==> config.mk <==
export PLATFORM = sky130hd
export DESIGN_NAME = m2vblkseq
export DESIGN_NICKNAME = d
export VERILOG_FILES = /design/src/rtl/m2vpkg.sv /design/src/rtl/m2vblkseq_fifo.sv /design/src/rtl/m2vblkseq.sv
export SDC_FILE = /design/constraint.sdc
export NUM_CORES = 1
export LEC_CHECK = 0
export ABC_AREA = 1
export BUFFER_PORTS_ARGS = -buffer_cell sky130_fd_sc_hd__buf_2
export CAP_MARGIN = 10
export CORE_UTILIZATION = 59
export DETAILED_ROUTE_END_ITERATION = 7
export PLACE_DENSITY = 0.84
export REMOVE_ABC_BUFFERS = 1
export SLEW_MARGIN = 10
export SYNTH_ARGS = -nofsm -noshare
export SYNTH_HDL_FRONTEND = slang
export SYNTH_SLANG_ARGS = --single-unit
==> constraint.sdc <==
create_clock -name clk -period 2.6 [get_ports clk]
set_clock_uncertainty 0.05 [all_clocks]
set_input_delay 0.13 -clock clk [delete_from_list [all_inputs] [get_ports clk]]
set_output_delay 0.13 -clock clk [all_outputs]
set_load 0.005 [all_outputs]
==> src/rtl/m2vpkg.sv <==
// Shared definitions for the MPEG-2 block pipeline: blocks per macroblock and
// the {coded, index} tag carried through the ISDQ/IDCT/MC tag FIFOs.
package m2vpkg;

  localparam int         BLK_PER_MB = 6;
  localparam logic [2:0] LAST_BLK   = 3'(BLK_PER_MB - 1);

  typedef struct packed {
    logic       coded;
    logic [2:0] idx;
  } blk_tag_t;

endpackage

==> src/rtl/m2vblkseq_fifo.sv <==
// In-order block tag FIFO; the head is visible combinationally (zero when empty)
// so start pulses can present their tag in the same cycle.
module m2vblkseq_fifo
  import m2vpkg::*;
#(
  parameter int DEPTH = 2,
  localparam int LW = $clog2(DEPTH + 1)
) (
  input  logic          clk,
  input  logic          reset_n,
  input  logic          clr,
  input  logic          push,
  input  logic          pop,
  input  blk_tag_t      din,
  output blk_tag_t      dout,
  output logic [LW-1:0] level
);

  localparam int PW = (DEPTH > 1) ? $clog2(DEPTH) : 1;

  blk_tag_t      mem [DEPTH];
  logic [PW-1:0] rd_ptr_reg, wr_ptr_reg;
  logic          do_push, do_pop;

  // A push into a full FIFO is only taken when a pop frees the slot in the same cycle.
  assign do_pop  = pop && (level != '0);
  assign do_push = push && ((level != LW'(DEPTH)) || do_pop);

  function automatic logic [PW-1:0] bump(input logic [PW-1:0] p);
    return (p == PW'(DEPTH - 1)) ? '0 : p + 1'b1;
  endfunction

  always_ff @(posedge clk) begin
    if (do_push) mem[wr_ptr_reg] <= din;
  end

  always_ff @(posedge clk or negedge reset_n) begin
    if (!reset_n) begin
      rd_ptr_reg <= '0;
      wr_ptr_reg <= '0;
      level      <= '0;
    end else if (clr) begin
      rd_ptr_reg <= '0;
      wr_ptr_reg <= '0;
      level      <= '0;
    end else begin
      if (do_push) wr_ptr_reg <= bump(wr_ptr_reg);
      if (do_pop)  rd_ptr_reg <= bump(rd_ptr_reg);
      case ({do_push, do_pop})
        2'b10:   level <= level + 1'b1;
        2'b01:   level <= level - 1'b1;
        default: ;
      endcase
    end
  end

  assign dout = (level != '0) ? mem[rd_ptr_reg] : '0;

endmodule

==> src/rtl/m2vblkseq.sv <==
// Block-level sequencer tracking six blocks per macroblock through ISDQ, IDCT and MC.
// Define M2VBLKSEQ_ERRCHK_EN to enable the sticky protocol error flag and event filtering.
module m2vblkseq
  import m2vpkg::*;
#(
  parameter int BUF_DEPTH = 2
) (
  input  logic       clk,
  input  logic       reset_n,
  input  logic       softreset,
  input  logic       mb_valid,
  input  logic [5:0] mb_cbp,
  input  logic       mb_intra,
  output logic       mb_ready,
  output logic [2:0] s1_block,
  output logic       s1_coded,
  input  logic       block_start,
  input  logic       block_end,
  input  logic       picture_complete,
  input  logic       isdq_done,
  input  logic       idct_done,
  input  logic       mc_done,
  output logic       ready_isdq,
  output logic       ready_idct,
  output logic       ready_mc,
  output logic       idct_start,
  output logic [3:0] idct_block,
  output logic       mc_start,
  output logic [3:0] mc_block,
  output logic       mc_mb_last,
  output logic       picture_done,
  output logic       err
);

  localparam int         CW      = $clog2(BUF_DEPTH + 1);
  localparam logic [0:0] ST_IDLE = 1'b0;
  localparam logic [0:0] ST_BLK  = 1'b1;

  logic [0:0]    state_reg, state_next;
  logic [2:0]    idx_reg, idx_next;
  logic [5:0]    cbp_reg;
  logic          intra_reg;
  logic [CW-1:0] dn_isdq_reg, dn_idct_reg;
  logic          pic_pend_reg, pic_pend_next;
  logic          in_blk, mb_accept;
  logic          ev_bs, ev_be, ev_isdq, ev_idct, ev_mc;

  blk_tag_t      fifo_din  [3];
  blk_tag_t      fifo_head [3];
  logic [CW-1:0] fifo_lv   [3];
  logic [2:0]    fifo_push, fifo_pop;

  assign in_blk    = (state_reg == ST_BLK);
  assign mb_ready  = !in_blk;
  assign mb_accept = mb_valid && mb_ready;
  assign s1_block  = idx_reg;
  assign s1_coded  = in_blk && (intra_reg || cbp_reg[LAST_BLK - idx_reg]);

  assign ready_isdq = fifo_lv[0] < CW'(BUF_DEPTH);
  assign ready_idct = fifo_lv[1] < CW'(BUF_DEPTH);
  assign ready_mc   = fifo_lv[2] < CW'(BUF_DEPTH);

  assign idct_start = (dn_isdq_reg != '0) && ready_idct;
  assign mc_start   = (dn_idct_reg != '0) && ready_mc;
  assign idct_block = fifo_head[0];
  assign mc_block   = fifo_head[1];
  assign mc_mb_last = mc_start && (fifo_head[1].idx == LAST_BLK);

`ifdef M2VBLKSEQ_ERRCHK_EN
  logic err_reg;
  logic err_bs, err_be, err_isdq, err_idct, err_mc;

  assign err_bs   = block_start && (!ready_isdq || !in_blk);
  assign err_be   = block_end && !in_blk;
  assign err_isdq = isdq_done && (dn_isdq_reg == fifo_lv[0]);
  assign err_idct = idct_done && (dn_idct_reg == fifo_lv[1]);
  assign err_mc   = mc_done && (fifo_lv[2] == '0);

  assign ev_bs   = block_start && !err_bs;
  assign ev_be   = block_end && !err_be;
  assign ev_isdq = isdq_done && !err_isdq;
  assign ev_idct = idct_done && !err_idct;
  assign ev_mc   = mc_done && !err_mc;

  always_ff @(posedge clk or negedge reset_n) begin
    if (!reset_n)        err_reg <= 1'b0;
    else if (softreset)  err_reg <= 1'b0;
    else if (err_bs || err_be || err_isdq || err_idct || err_mc) err_reg <= 1'b1;
  end

  assign err = err_reg;
`else
  assign ev_bs   = block_start;
  assign ev_be   = block_end && in_blk;
  assign ev_isdq = isdq_done;
  assign ev_idct = idct_done;
  assign ev_mc   = mc_done;
  assign err     = 1'b0;
`endif

  // Tags move A -> B on idct_start and B -> C on mc_start.
  assign fifo_din[0] = '{coded: s1_coded, idx: s1_block};
  assign fifo_din[1] = fifo_head[0];
  assign fifo_din[2] = fifo_head[1];
  assign fifo_push   = {mc_start, idct_start, ev_bs};
  assign fifo_pop    = {ev_mc, mc_start, idct_start};

  generate
    for (genvar gi = 0; gi < 3; gi++) begin : g_fifo
      m2vblkseq_fifo #(.DEPTH(BUF_DEPTH)) u_fifo (
        .clk     (clk),
        .reset_n (reset_n),
        .clr     (softreset),
        .push    (fifo_push[gi]),
        .pop     (fifo_pop[gi]),
        .din     (fifo_din[gi]),
        .dout    (fifo_head[gi]),
        .level   (fifo_lv[gi])
      );
    end
  endgenerate

  assign picture_done = pic_pend_reg && !in_blk &&
                        (fifo_lv[0] == '0) && (fifo_lv[1] == '0) && (fifo_lv[2] == '0) &&
                        (dn_isdq_reg == '0) && (dn_idct_reg == '0);

  always_comb begin
    state_next    = state_reg;
    idx_next      = idx_reg;
    pic_pend_next = picture_done ? picture_complete : (pic_pend_reg || picture_complete);
    case (state_reg)
      ST_IDLE: begin
        if (mb_accept) begin
          state_next = ST_BLK;
          idx_next   = '0;
        end
      end
      default: begin
        if (ev_be) begin
          if (idx_reg == LAST_BLK) state_next = ST_IDLE;
          else                     idx_next   = idx_reg + 3'd1;
        end
      end
    endcase
  end

  function automatic logic [CW-1:0] updn(input logic [CW-1:0] v, input logic inc, input logic dec);
    case ({inc, dec})
      2'b10:   return v + 1'b1;
      2'b01:   return v - 1'b1;
      default: return v;
    endcase
  endfunction

  always_ff @(posedge clk or negedge reset_n) begin
    if (!reset_n) begin
      state_reg    <= ST_IDLE;
      idx_reg      <= '0;
      cbp_reg      <= '0;
      intra_reg    <= 1'b0;
      dn_isdq_reg  <= '0;
      dn_idct_reg  <= '0;
      pic_pend_reg <= 1'b0;
    end else if (softreset) begin
      state_reg    <= ST_IDLE;
      idx_reg      <= '0;
      cbp_reg      <= '0;
      intra_reg    <= 1'b0;
      dn_isdq_reg  <= '0;
      dn_idct_reg  <= '0;
      pic_pend_reg <= 1'b0;
    end else begin
      state_reg    <= state_next;
      idx_reg      <= idx_next;
      if (mb_accept) begin
        cbp_reg   <= mb_cbp;
        intra_reg <= mb_intra;
      end
      dn_isdq_reg  <= updn(dn_isdq_reg, ev_isdq, idct_start);
      dn_idct_reg  <= updn(dn_idct_reg, ev_idct, mc_start);
      pic_pend_reg <= pic_pend_next;
    end
  end

endmodule

### Word level (Yosys, flattened, before mapping)

Memories as Yosys holds them, arrays and structs flattened.
Index checks and enable logic that the tools add are counted.

| storage, ports and cells | value |
|---|---|
| register bits after elaboration | 26 |
| RAM bits | 16 |
| bits of input ports | 17 |
| output and inout bits | 21 |
| logic and storage cells | 145 |
| memories kept | 2 |

Memories:

| name | words | width | rd ports | clocked after Yosys merged registers in | wr ports | RTL line | RTL |
|---|---|---|---|---|---|---|---|
| g_fifo[0].u_fifo.mem | 2 | 4 | 1 | 0 | 1 | m2vblkseq_fifo.sv:21 | `blk_tag_t mem [DEPTH];` |
| g_fifo[1].u_fifo.mem | 2 | 4 | 1 | 0 | 1 | m2vblkseq_fifo.sv:21 |  |

| operators by class | value |
|---|---|
| add/sub/neg operators | 16 |
| order comparisons | 4 |
| equal/unequal tests | 17 |
| multiplexer cells | 46 |
| reduce and logical (&&, ||, !) cells | 46 |

Operators with widths:

| kind | number |
|---|---|
| 1-bit 2-to-1 mux | 26 |
| 2-bit one-hot mux with 2 select lines | 5 |
| 2-bit nonzero test | 10 |
| 1-bit logical AND | 18 |
| 3-bit nonzero test | 6 |
| 3-bit 2-to-1 mux | 5 |
| 6-bit 2-to-1 mux | 2 |
| 2-bit by 1-bit adder with 2-bit output, second input constant | 5 |
| 2-bit by 1-bit equality test with 1-bit output, second input constant | 5 |
| 2-bit equality test, second input constant | 5 |
| 2-bit zero test | 5 |
| 2-bit 2-to-1 mux | 5 |
| 2-bit by 1-bit subtractor with 2-bit output, second input constant | 5 |
| 4-bit 2-to-1 mux | 2 |
| 3-bit equality test, second input constant | 2 |
| 2-bit < comparator, second input constant | 3 |
| 2-bit inequality test, second input constant | 3 |
| 1-bit logical OR | 5 |
| 1-bit adder, second input constant | 4 |
| 3-bit by 4-bit < comparator with 1-bit output, second input constant | 1 |
| 3-bit by 1-bit adder with 3-bit output, second input constant | 1 |
| 1-bit binary-select mux with 3-bit select | 1 |
| 3-bit by 2-bit inequality test with 1-bit output, second input constant | 1 |
| 3-bit inequality test, second input constant | 1 |
| other kinds (3) | 3 |

### Logic depth before layout (Yosys ltp)

| logic depth | value |
|---|---|
| word-level depth | 9 |
| depth in mapped cells | 8 |
| mapped depth without buffers | 8 |

### Hierarchy

Synthesis repeated with hierarchy kept, for this count alone.

| second synthesis, totals | value |
|---|---|
| cells, all modules | 311 |
| area total of the unflattened synthesis | 2685.1 µm² |

By module, submodules not included:

| module | times used | cells each | area an instance (µm²) | sequential area each (µm²) |
|---|---|---|---|---|
| m2vblkseq_fifo | 3 | 58 | 558.0 | 340.3 |
| m2vblkseq | 1 | 137 | 1011.0 | 400.4 |

### Worst setup path after synthesis

No wires, ideal clock.

| path | value |
|---|---|
| path kind | register to register |
| from | reg idx_reg[1] (netlist: s1_block[1]) |
| to | mem g_fifo[0].u_fifo.mem[0][3] (netlist bit) (data pin) |
| library setup time | 263 ps |
| arrival time | 1081 ps |
| required time | 2287 ps |
| slack | 1206 ps |
| stages on the path, launching flop included | 7 |
| path buffers | 0 |
| period minus slack after synthesis | 1394 ps |
| path through | dfrtp_1 inv_1 ha_1 nand3_1 nand2_1 a21oi_1 nor2_1 |

| on the way | value |
|---|---|
| cells in the longest elaborated chain, start to end | 5 |

RTL lines:

| element | RTL line | RTL |
|---|---|---|
| from (decl) | m2vblkseq.sv:40 | `logic [2:0] idx_reg, idx_next;` |
| from (signal assigned) | m2vblkseq.sv:174 | `idx_reg <= idx_next;` |
| 3-bit subtractor | m2vblkseq.sv:57 | `assign s1_coded = in_blk && (intra_reg \|\| cbp_reg[LAST_BLK - idx_reg]);` |
| 1-bit binary-select mux with 3-bit select | m2vblkseq.sv:57 |  |
| 1-bit 2-to-1 mux (implied by the code) | m2vblkseq.sv:57 |  |
| 1-bit logical OR | m2vblkseq.sv:57 |  |
| 1-bit logical AND | m2vblkseq.sv:57 |  |
| net s1_coded | m2vblkseq.sv:16 | `output logic s1_coded,` |
| to (decl) | m2vblkseq_fifo.sv:21 |  |

The timed path passes the listed nets, and every way through them passes these cells. The select of a mux whose other input is x is not followed.

### Worst setup path after layout

| path | value |
|---|---|
| from | reg idx_reg[1] (netlist: s1_block[1]) |
| to | out s1_coded |

| on the way | value |
|---|---|
| cells in the longest elaborated chain, start to end | 5 |

RTL lines:

| element | RTL line |
|---|---|
| 3-bit subtractor | m2vblkseq.sv:57 |
| 1-bit binary-select mux with 3-bit select | m2vblkseq.sv:57 |
| 1-bit 2-to-1 mux (implied by the code) | m2vblkseq.sv:57 |
| 1-bit logical OR | m2vblkseq.sv:57 |
| 1-bit logical AND | m2vblkseq.sv:57 |
| to (decl) | m2vblkseq.sv:16 |

Every way passes these cells. The select of a mux whose other input is x is not followed.

==> impl_metrics.yaml <==
synthesis:
  yosys_warnings: 0
  postSynthRegisterBits: 42
  synth-xor-area-share: 0
  synth-compound-area-share: 0.1173
  synthesis.instances: 243
  ys_top_cells_by_area: "dfrtp_1, edfxtp_1, nand2_1"
  ys_types: 25
  synth_top_area_share: 0.3144
  main_combinational_cell_family_by_area_after_synthesis: "simple AND/OR/NAND/NOR gates"
  synth_adder_area_share: 0.01209
  combined_area_of_all_synthesized_cells_um2: 2069
  netlist.top_cell.by_area: "dfrtp_1"
  mean_cell_area_of_the_mapped_netlist_um2: 8.516
  synth.mux.area_fraction: 0
  seq_total_area_yosys: 0.5466
  synth-simple-area-share: 0.2509
detailed_routing:
  wl_um: 4165
  detail_route.drc_violations: 0
  viasPerCell: 5.332
  first_pass_iters: 5
  vias: 1813
  routed_wire_length_per_instance_um: 12.25
  final_antenna_net_count: 0
  detail_route.iter0.violations: 111
worst_setup_path:
  highest_delay_cell_along_the_critical_path: "dfrtp_1"
  dominant_delay_contributor_by_cell_family_on_the_critical_path: "flip-flops"
  startpoint_type: "flop"
  end_kind: "output port"
  r2r_setup_slack_ps: 680
  buffers_inverters_on_critical_path: 2
  worstPathRequired_ps: 2420
  critPathMaxStageDelay_ps: 460
  timing.critical_path.arrival_ps: 1770
  critical_path_class: "reg2out"
  maximum_fanout_along_the_worst_path: 6
  timing.critical_path.cells: "inv_1, ha_1, nand3_1, nand2_1, a21oi_1, nor2_1, buf_2"
timing:
  grt_setup_unrepaired: "no"
  setup_viol_count_final: 0
  timing.max_slew.rel_slack: 0.6004
  fmax_mhz: 511.7
  timing.final.crit_period_ps: 1954
  worst_hold_slack_ps: 45.24
  final.setup.worst_slack_ps: 645.6
  slew_viol_final: 0
  tightest_slew_ps: 599.4
  timing.final.hold_violations: 0
  final.period_utilization: 0.7517
  tns_ps: 0
cells_and_area:
  fillerInstances: 263
  largest_register_ff_count: 16
  final_layout_size_suffix_gt1_frac: 0.1905
  finalNetCount: 312
  antenna-diode-count: 0
  ff_latch_area_um2: 1131
  combined_area_of_the_multi_input_logic_cells_um2: 790.8
  most-common-layout-cells: "nand2_1, buf_2, inv_1"
  mostFrequentLayoutCell: "nand2_1"
  area_growth_syn_to_fin_pct: 18.38
place:
  dp_worst_setup_slack_ps: 1059
  place.detailed.hpwl_um: 2994
  routabilityCongestion: 0.8177
  numPortBuffers: 36
floorplan:
  die-width_um: 61.23
  floorplan.io_pins: 38
  initial_utilization: 0.6202
  chipHeight_um: 61.23
  rows: 21
  fp.dieArea_um2: 3749
  core-area_um2: 3337
cts:
  clkSlewWorstSetupHoldPaths_ps: 110
  holdBufCountCts: 12
  tritoncts.num_buffers: 5
  clk_root_buffer_cell: "clkbuf_4"
  clkSinkCount: 42
  htree_depth: 2
  clock_tree.buffer_depth: 2
  worst_skew_pair.late_latency_ps: 360
  cts-resized-gates: 0
  postCtsSetupRepairBufs: 0
  cts_tree: "yes"
global_route:
  grt_max_degree: 27
  grt_overflow: 0
  grt_first_pass_wirelength_um: 6851
  globalRouteTotalUtil: 0.2584
  via_count_of_the_first_global_routing_pass: 1580
  antenna_violations_before_repair: 0
power:
  power_leakage_nw: 1.170
  ir_drop_v: 0.0004332
  fin_total_pwr_mw: 2.272
  power_density_nw_per_um2: 927.5
flow_run:
  cap_viol_max_count: 0
min_path:
  worst_hold_path_type: "in2reg"
outcome:
  outcome: "complete, no violations"
[power breakdown]
group | switching [mW] | internal (mW) | total, mW
Clock | 0.204 | 0.102 | 0.306
Combinational | 0.621 | 0.335 | 0.956
Sequential | 0.124 | 0.887 | 1.01
[routing by layer]
layer / global-route usage / vias up / routed length [um]
met1: 0.3282 / 840 / 1847
met3: 0.07983 / 8 / 218
li1: - / 911 / -
met4: 0.1039 / 0 / 81
met2: 0.4146 / 54 / 2017
met5: 0 / - / 0
[final cells by class]
| type | count | share of cell area |
|---|---|---|
| clock buffer | 6 | 0.01685 |
| timing repair buffer | 48 | 0.1226 |
| tap | 46 | 0.02349 |
| clock inverter | 2 | 0.003575 |
| sequential | 42 | 0.4617 |
| inverter | 32 | 0.04903 |
| multi-input combinational | 164 | 0.3228 |
[worst min-delay path, cell delays in order]
cell     delay, ps
buf_2          120
o21ai_2         90
a21oi_1         70
[cell families (layout without fill, tap and decap cells)]
kind of cell | Yosys count | after routing
other | 1 | 1
DFF | 42 | 42
buffers and inverters | 37 | 88
AOI/OAI and AO/OA | 46 | 46
and+or+nand+nor | 115 | 115
adders and majority gates | 2 | 2
[cells in the mapped netlist (all sizes together)]
master,count
o21ai,27
nand2,55
edfxtp,16
nand3,27
and3,1
nor2,22
dfrtp,26
a21oi,17
nor3,3
or2,1
o211ai,2
or3,1
ha,2
conb,1
buf,5
nand4,5
inv,32
[stage by stage]
stage	util	cell area, um2	std cells
finish	0.7342	2450	340
global route	0.7342	2450	340
CTS	0.7342	2450	340
detailed placement	0.6832	2280	320
global placement	0.6832	2280	320
floorplan	-	2042	238
[final timing paths]
check / start / end / cells after the start
min: block_start / g_fifo[0].u_fifo.wr_ptr_reg / 3
max reg2reg: g_fifo[0].u_fifo.level[1] / pic_pend_reg / 5
min in group asynchronous: reset_n / g_fifo[1].u_fifo.rd_ptr_reg / 2
min reg2reg: cbp_reg[2] / cbp_reg[2] / 2
max in group asynchronous: reset_n / cbp_reg[0] / 2
max: s1_block[1] / s1_coded / 7
Note: power is estimated with default switching activity, not from simulation.
